$ cat src/rtl/regfile_rd_seq_pkg.sv
// Shared definitions for the register-file operand-fetch sequencer.
// The REGFILE_BYPASS_EN build option is handled in regfile_rd_seq and regfile_rd_capture.
package regfile_rd_seq_pkg;

  localparam int unsigned XlenDefault = 32;
  localparam int unsigned AwDefault   = 5;

  typedef enum logic [1:0] {
    StIdle = 2'd0,
    StRd1  = 2'd1,
    StRd2  = 2'd2,
    StResp = 2'd3
  } state_e;

endpackage

$ cat src/rtl/regfile_rd_capture.sv
// One operand register: x0 masking on capture, optional write-port bypass.
// Build option REGFILE_BYPASS_EN enables forwarding of snooped writes.
module regfile_rd_capture #(
  parameter int unsigned XLEN    = 32,
  parameter int unsigned AW      = 5,
  parameter bit          ZERO_X0 = 1'b1
) (
  input  logic            clk_i,
  input  logic            rst_ni,
  input  logic            cap_en_i,
`ifdef REGFILE_BYPASS_EN
  input  logic            upd_en_i,
  input  logic            wr_en_i,
  input  logic [AW-1:0]   wr_addr_i,
  input  logic [XLEN-1:0] wr_data_i,
`endif
  input  logic [AW-1:0]   addr_i,
  input  logic [XLEN-1:0] rdata_i,
  output logic [XLEN-1:0] q_o
);

  logic [XLEN-1:0] q_q, q_d;
  logic [XLEN-1:0] sel_data;
  logic [XLEN-1:0] cap_data;
`ifdef REGFILE_BYPASS_EN
  logic            wr_hit;

  // Writes to x0 never forward; the array ignores them architecturally.
  assign wr_hit = wr_en_i && (wr_addr_i == addr_i) && (wr_addr_i != '0);
`endif

  always_comb begin
    sel_data = rdata_i;
`ifdef REGFILE_BYPASS_EN
    if (wr_hit) begin
      sel_data = wr_data_i;
    end
`endif
    cap_data = (ZERO_X0 && (addr_i == '0)) ? '0 : sel_data;

    q_d = q_q;
    if (cap_en_i) begin
      q_d = cap_data;
`ifdef REGFILE_BYPASS_EN
    end else if (upd_en_i && wr_hit) begin
      q_d = wr_data_i;
`endif
    end
  end

  always_ff @(posedge clk_i or negedge rst_ni) begin
    if (!rst_ni) begin
      q_q <= '0;
    end else begin
      q_q <= q_d;
    end
  end

  assign q_o = q_q;

endmodule

$ cat src/rtl/regfile_rd_seq.sv
// Operand-fetch sequencer: two reads on one regfile read port, one response.
// Build option REGFILE_BYPASS_EN forwards snooped writes into captured operands.
module regfile_rd_seq
  import regfile_rd_seq_pkg::*;
#(
  parameter int unsigned XLEN    = XlenDefault,
  parameter int unsigned AW      = AwDefault,
  parameter bit          ZERO_X0 = 1'b1
) (
  input  logic            clk_i,
  input  logic            rst_ni,
  input  logic            req_valid_i,
  output logic            req_ready_o,
  input  logic [AW-1:0]   req_rs1_i,
  input  logic [AW-1:0]   req_rs2_i,
  output logic            rsp_valid_o,
  input  logic            rsp_ready_i,
  output logic [XLEN-1:0] rsp_rs1_data_o,
  output logic [XLEN-1:0] rsp_rs2_data_o,
  output logic [AW-1:0]   rf_raddr_o,
  input  logic [XLEN-1:0] rf_rdata_i,
  input  logic            wr_en_i,
  input  logic [AW-1:0]   wr_addr_i,
  input  logic [XLEN-1:0] wr_data_i
);

  state_e        state_q, state_d;
  logic [AW-1:0] rs1_q, rs1_d;
  logic [AW-1:0] rs2_q, rs2_d;
  logic          req_ready_q, req_ready_d;
  logic          cap1_en, cap2_en;

  always_comb begin
    state_d    = state_q;
    rs1_d      = rs1_q;
    rs2_d      = rs2_q;
    rf_raddr_o = '0;
    cap1_en    = 1'b0;
    cap2_en    = 1'b0;
    unique case (state_q)
      StIdle: begin
        if (req_valid_i && req_ready_q) begin
          rs1_d   = req_rs1_i;
          rs2_d   = req_rs2_i;
          state_d = StRd1;
        end
      end
      StRd1: begin
        rf_raddr_o = rs1_q;
        cap1_en    = 1'b1;
        // Identical addresses share the single read.
        if (rs1_q == rs2_q) begin
          cap2_en = 1'b1;
          state_d = StResp;
        end else begin
          state_d = StRd2;
        end
      end
      StRd2: begin
        rf_raddr_o = rs2_q;
        cap2_en    = 1'b1;
        state_d    = StResp;
      end
      StResp: begin
        if (rsp_ready_i) begin
          state_d = StIdle;
        end
      end
      default: state_d = StIdle;
    endcase
    req_ready_d = (state_d == StIdle);
  end

  always_ff @(posedge clk_i or negedge rst_ni) begin
    if (!rst_ni) begin
      state_q     <= StIdle;
      rs1_q       <= '0;
      rs2_q       <= '0;
      req_ready_q <= 1'b0;
    end else begin
      state_q     <= state_d;
      rs1_q       <= rs1_d;
      rs2_q       <= rs2_d;
      req_ready_q <= req_ready_d;
    end
  end

  assign req_ready_o = req_ready_q;
  assign rsp_valid_o = (state_q == StResp);

`ifdef REGFILE_BYPASS_EN
  logic upd_en;
  assign upd_en = (state_q == StResp);
`else
  logic unused_wr;
  assign unused_wr = ^{wr_en_i, wr_addr_i, wr_data_i};
`endif

  regfile_rd_capture #(
    .XLEN    (XLEN),
    .AW      (AW),
    .ZERO_X0 (ZERO_X0)
  ) u_cap_rs1 (
    .clk_i     (clk_i),
    .rst_ni    (rst_ni),
    .cap_en_i  (cap1_en),
`ifdef REGFILE_BYPASS_EN
    .upd_en_i  (upd_en),
    .wr_en_i   (wr_en_i),
    .wr_addr_i (wr_addr_i),
    .wr_data_i (wr_data_i),
`endif
    .addr_i    (rs1_q),
    .rdata_i   (rf_rdata_i),
    .q_o       (rsp_rs1_data_o)
  );

  regfile_rd_capture #(
    .XLEN    (XLEN),
    .AW      (AW),
    .ZERO_X0 (ZERO_X0)
  ) u_cap_rs2 (
    .clk_i     (clk_i),
    .rst_ni    (rst_ni),
    .cap_en_i  (cap2_en),
`ifdef REGFILE_BYPASS_EN
    .upd_en_i  (upd_en),
    .wr_en_i   (wr_en_i),
    .wr_addr_i (wr_addr_i),
    .wr_data_i (wr_data_i),
`endif
    .addr_i    (rs2_q),
    .rdata_i   (rf_rdata_i),
    .q_o       (rsp_rs2_data_o)
  );

endmodule

$ cat config.mk
export PLATFORM = sky130hd
export DESIGN_NAME = regfile_rd_seq
export DESIGN_NICKNAME = d
export VERILOG_FILES = /design/src/rtl/regfile_rd_seq_pkg.sv /design/src/rtl/regfile_rd_capture.sv /design/src/rtl/regfile_rd_seq.sv
export SDC_FILE = /design/constraint.sdc
export NUM_CORES = 1
export LEC_CHECK = 0
export BUFFER_PORTS_ARGS = -buffer_cell sky130_fd_sc_hd__buf_4
export CAP_MARGIN = 10
export CORE_AREA = 2 2 111 113
export CTS_CLUSTER_SIZE = 14
export DETAILED_ROUTE_END_ITERATION = 8
export DIE_AREA = 0 0 113 115
export GPL_ROUTABILITY_DRIVEN = 0
export SYNTH_ARGS = -nofsm -noshare
export SYNTH_HDL_FRONTEND = slang
export SYNTH_HIERARCHICAL = 1
export SYNTH_SLANG_ARGS = --single-unit
$ cat constraint.sdc
create_clock -name clk_i -period 5.9 [get_ports clk_i]
set_input_delay 1.475 -clock clk_i [delete_from_list [all_inputs] [get_ports clk_i]]
set_output_delay 1.475 -clock clk_i [all_outputs]
set_load 0.02 [all_outputs]
==> metrics.md <==
| Metric | Value |
|---|---|
| Status | finished with violations |
| Failing checks | design-rule violations |
| First-pass GRT wire length | between 10000 and 15000 µm |
| I/O Pins | ~160 |
| Fmax | approximately 290 MHz |
| Worst slew margin | between 20% and 30% |
| Crit path kind | reg -> out |
| Post-place setup slack | between 2000 and 3000 ps |
| Via count | 2601 |
| Wire per inst | 17.1 µm |
| Tmin final | roughly 3500 ps |
| Leakage power | 2.14 nW |
| Clock Latency Late Sink | 330 ps |
| Nets | about 480 |
| IO buf count | ~120 |
| Die area | around 0.013 mm² |
| Final Max Tran Viols | 0 |
| Crit path from | state_q[1] |
| Final Worst Setup Slack | between 2000 and 2500 ps |
| Syn_nets | 366 |
| DR vias/cell | between 4 and 5 |
| Synthesized area per cell | approximately 13 µm² |
| CP Data Required Time | roughly 4400 ps |
| Worst setup SP type | flip-flop |
| Clock-pin slew on the worst setup and hold paths | roughly 50 ps |
| Post-DP HPWL | around 6000 µm |
| Final WL | roughly 9000 µm |
| Max incr delay on CP | between 500 and 600 ps |
| Post-route DRC | 10 |
| CTS resizes | 0 |
| Fin. Hold Viols | 0 |
| Final ANT Viol Nets | 0 |
| Number of global-route vias before repair | approximately 2.8k |
| Hold endpoint | u_cap_rs2/q_o[2] |
| Initial antenna violation count | 0 |
| Critical path, cell by cell | inv_1 -> ha_2 -> a22oi_1 -> nor2_1 -> buf_4 |
| Final worst path period share | roughly 60% |
| Sink Count | just under 80 |
| FF-to-FF End | u_cap_rs2/q_o[13] |
| Clk_skew | approximately 4.5 ps |
| RSZ-0062 raised after global routing | no |
| FP Rows | 40 |
| Number of DRC markers in iteration 0 | 86 |
| GR Overflow Total | 0 |
| Max Cap Viol | 0 |
| R2r worst-path depth | 7 |
| Min-delay worst type | reg -> reg |
| Drt pass-1 iters | 6 |
| Measured slew at the worst slew-check pin | around 1100 ps |
| Sequential-to-total area share from yosys stat | between 50 and 60% |
| Total GRT Usage | between 10% and 20% |
| Critical path buffers and inverters | 2 |
| CTS tree | yes |
| Slowest-stage cell, CP | ha_2 |
| Yosys warnings | 6 |
| CP Depth | 5 |
| Distinct cell type count after synthesis | 24 |
| Core Region | 0.0118 mm² |
| Layout overhead on the synthesized area | 35.0% |
| Hold Buf Count CTS | 0 |
| Root Driver | clkbuf_16 |
| Fin Setup TNS | 0 ps |
| R2R Setup Slk | between 2000 and 3000 ps |
| CTS Buf Count | 9 |
| Synth Cell Area | 0.00348 mm² |
| CTS H-tree depth | 3 |
| Die width | ~110 µm |
| Mapped Cells | between 200 and 300 |
| Inserted Diodes | 0 |
| Worst-path fanout max | 19 |
| Share of cells above drive strength 1 | approximately 40% |
| VDD IR max | roughly 0.25 mV |
| Kind of cell adding the most delay to the critical path | adder cells |
| Clock Path Buffers | 2 |
| Critical Path End Type | primary output |
| Final setup viols | 0 |
| Die height | 115 µm |
| Pin count of the biggest net entering global routing | between 70 and 80 |
| Reg2reg start | state_q[1] |
| Fill count | 1178 |
| Arr. time, crit path | 2010 ps |
| Post-CTS Setup Bufs | 0 |
| Hold Crit Start | u_cap_rs2/q_o[2] |
| FF+latch count, synth | between 70 and 80 |
| Power per cell area | around 670 mW/mm² |
| Hold Path Cell Cnt | 2 |
| Initial Util | between 20 and 30% |
==> worst max path at each step <==
stage | to | slack [ps]
finish | rf_raddr_o[4] | 2420
global route | rf_raddr_o[4] | 2280
CTS | rf_raddr_o[4] | 2350
detailed placement | u_cap_rs2/q_o[13] | 2590
global placement | u_cap_rs2/q_o[29] | 2620
floorplan | rf_raddr_o[0] | 3260
==> synthesized netlist by cell type <==
cell,instances,area (µm²)
a21oi_1,64,320
mux2_2,10,113
nor4b_4,2,47.6
o31ai_1,2,15.0
and3b_1,1,8.76
a22oi_1,5,37.5
xnor2_1,5,43.8
a21bo_2,1,10.0
ha_1,5,62.6
nand3_2,1,10.0
buf_2,1,5.00
mux2i_1,64,641
nand4_1,1,6.26
buf_4,8,60.1
nor2_1,9,33.8
inv_1,3,11.3
nand4bb_1,1,11.3
o32ai_1,1,8.76
o221ai_1,1,8.76
buf_6,6,67.6
nand2_1,2,7.51
dfrtp_1,77,1930
nor2b_1,1,6.26
clkbuf_1,6,22.5
==> metrics by stage <==
| step | cells | hold WS (ps) | total power [W] | utilization (%) | instance area, µm² |
|---|---|---|---|---|---|
| 2_1_floorplan | 277 | 546 | 0.00204 | - | 3480 |
| 3_3_place_gp | 525 | 533 | 0.00264 | 37.7 | 4450 |
| 3_5_place_dp | 525 | 543 | 0.00268 | 37.7 | 4450 |
| 4_1_cts | 538 | 555 | 0.00318 | 39.8 | 4710 |
| 5_1_grt | 538 | 576 | 0.00335 | 39.8 | 4710 |
| 6_report | 538 | 551 | 0.00313 | 39.8 | 4710 |
==> state kept, by name, summed over array words and instances, names as in the netlist <==
name	count
req_ready_o	1
rs1_q	5
rs2_q	5
state_q	2
u_cap_rs1/q_o	32
u_cap_rs2/q_o	32
==> worst min-delay path: cells and delay by family (launching register included) <==
kind	cells	cell delay, ps
compound gates	1	100
mux	1	70
flops	1	340
==> layout by cell type, fill, tap and decap left out, drive strengths merged <==
cell type	count
buf	122
o32ai	1
mux2	10
xnor2	5
ha	5
a21oi	64
mux2i	64
nand3	1
dfrtp	77
o31ai	2
a22oi	5
nand4bb	1
clkinv	1
nor4b	2
nand2	2
nor2	9
a21bo	1
nor2b	1
clkbuf	11
nand4	1
o221ai	1
and3b	1
clkinvlp	1
inv	3
==> layer usage <==
layer  vias up  share of wire [%]  track usage, %
li1       1217                  -               -
met1      1292                 45            19.0
met2        78                 49            24.2
met3        14                4.4            2.79
met4         0                1.5            5.12
met5         -                  0               0
==> logic make-up (layout without fill, tap and decap cells) <==
| family | Yosys count | count (layout) | synth area share, % |
|---|---|---|---|
| DFF | 77 | 77 | 55.3 |
| AOI/OAI and AO/OA | 74 | 74 | 11.5 |
| muxes | 74 | 74 | 21.6 |
| buffers and inverters | 24 | 138 | 4.78 |
| and+or+nand+nor | 18 | 18 | 3.77 |
| adders and majority gates | 5 | 5 | 1.80 |
| xor gates and xnor gates | 5 | 5 | 1.26 |
==> area by class of cell <==
type                       count  area, µm²  area share, %
timing repair buffer         122        916           19.5
multi-input combinational    176       1410           30.0
sequential                    77       1930           40.9
clock inverter                 2       12.5          0.266
clock buffer                  11        243           5.16
inverter                       3       11.3          0.239
tap                          147        184           3.91
==> where the power goes <==
| group | switching, W | total, W | internal (W) |
|---|---|---|---|
| registers | 0.000193 | 0.000997 | 0.000804 |
| logic | 0.000940 | 0.00165 | 0.000712 |
| clock network | 0.000196 | 0.000484 | 0.000288 |
| total | 0.00133 | 0.00313 | 0.00180 |
Power figures use the tool's default switching activity.
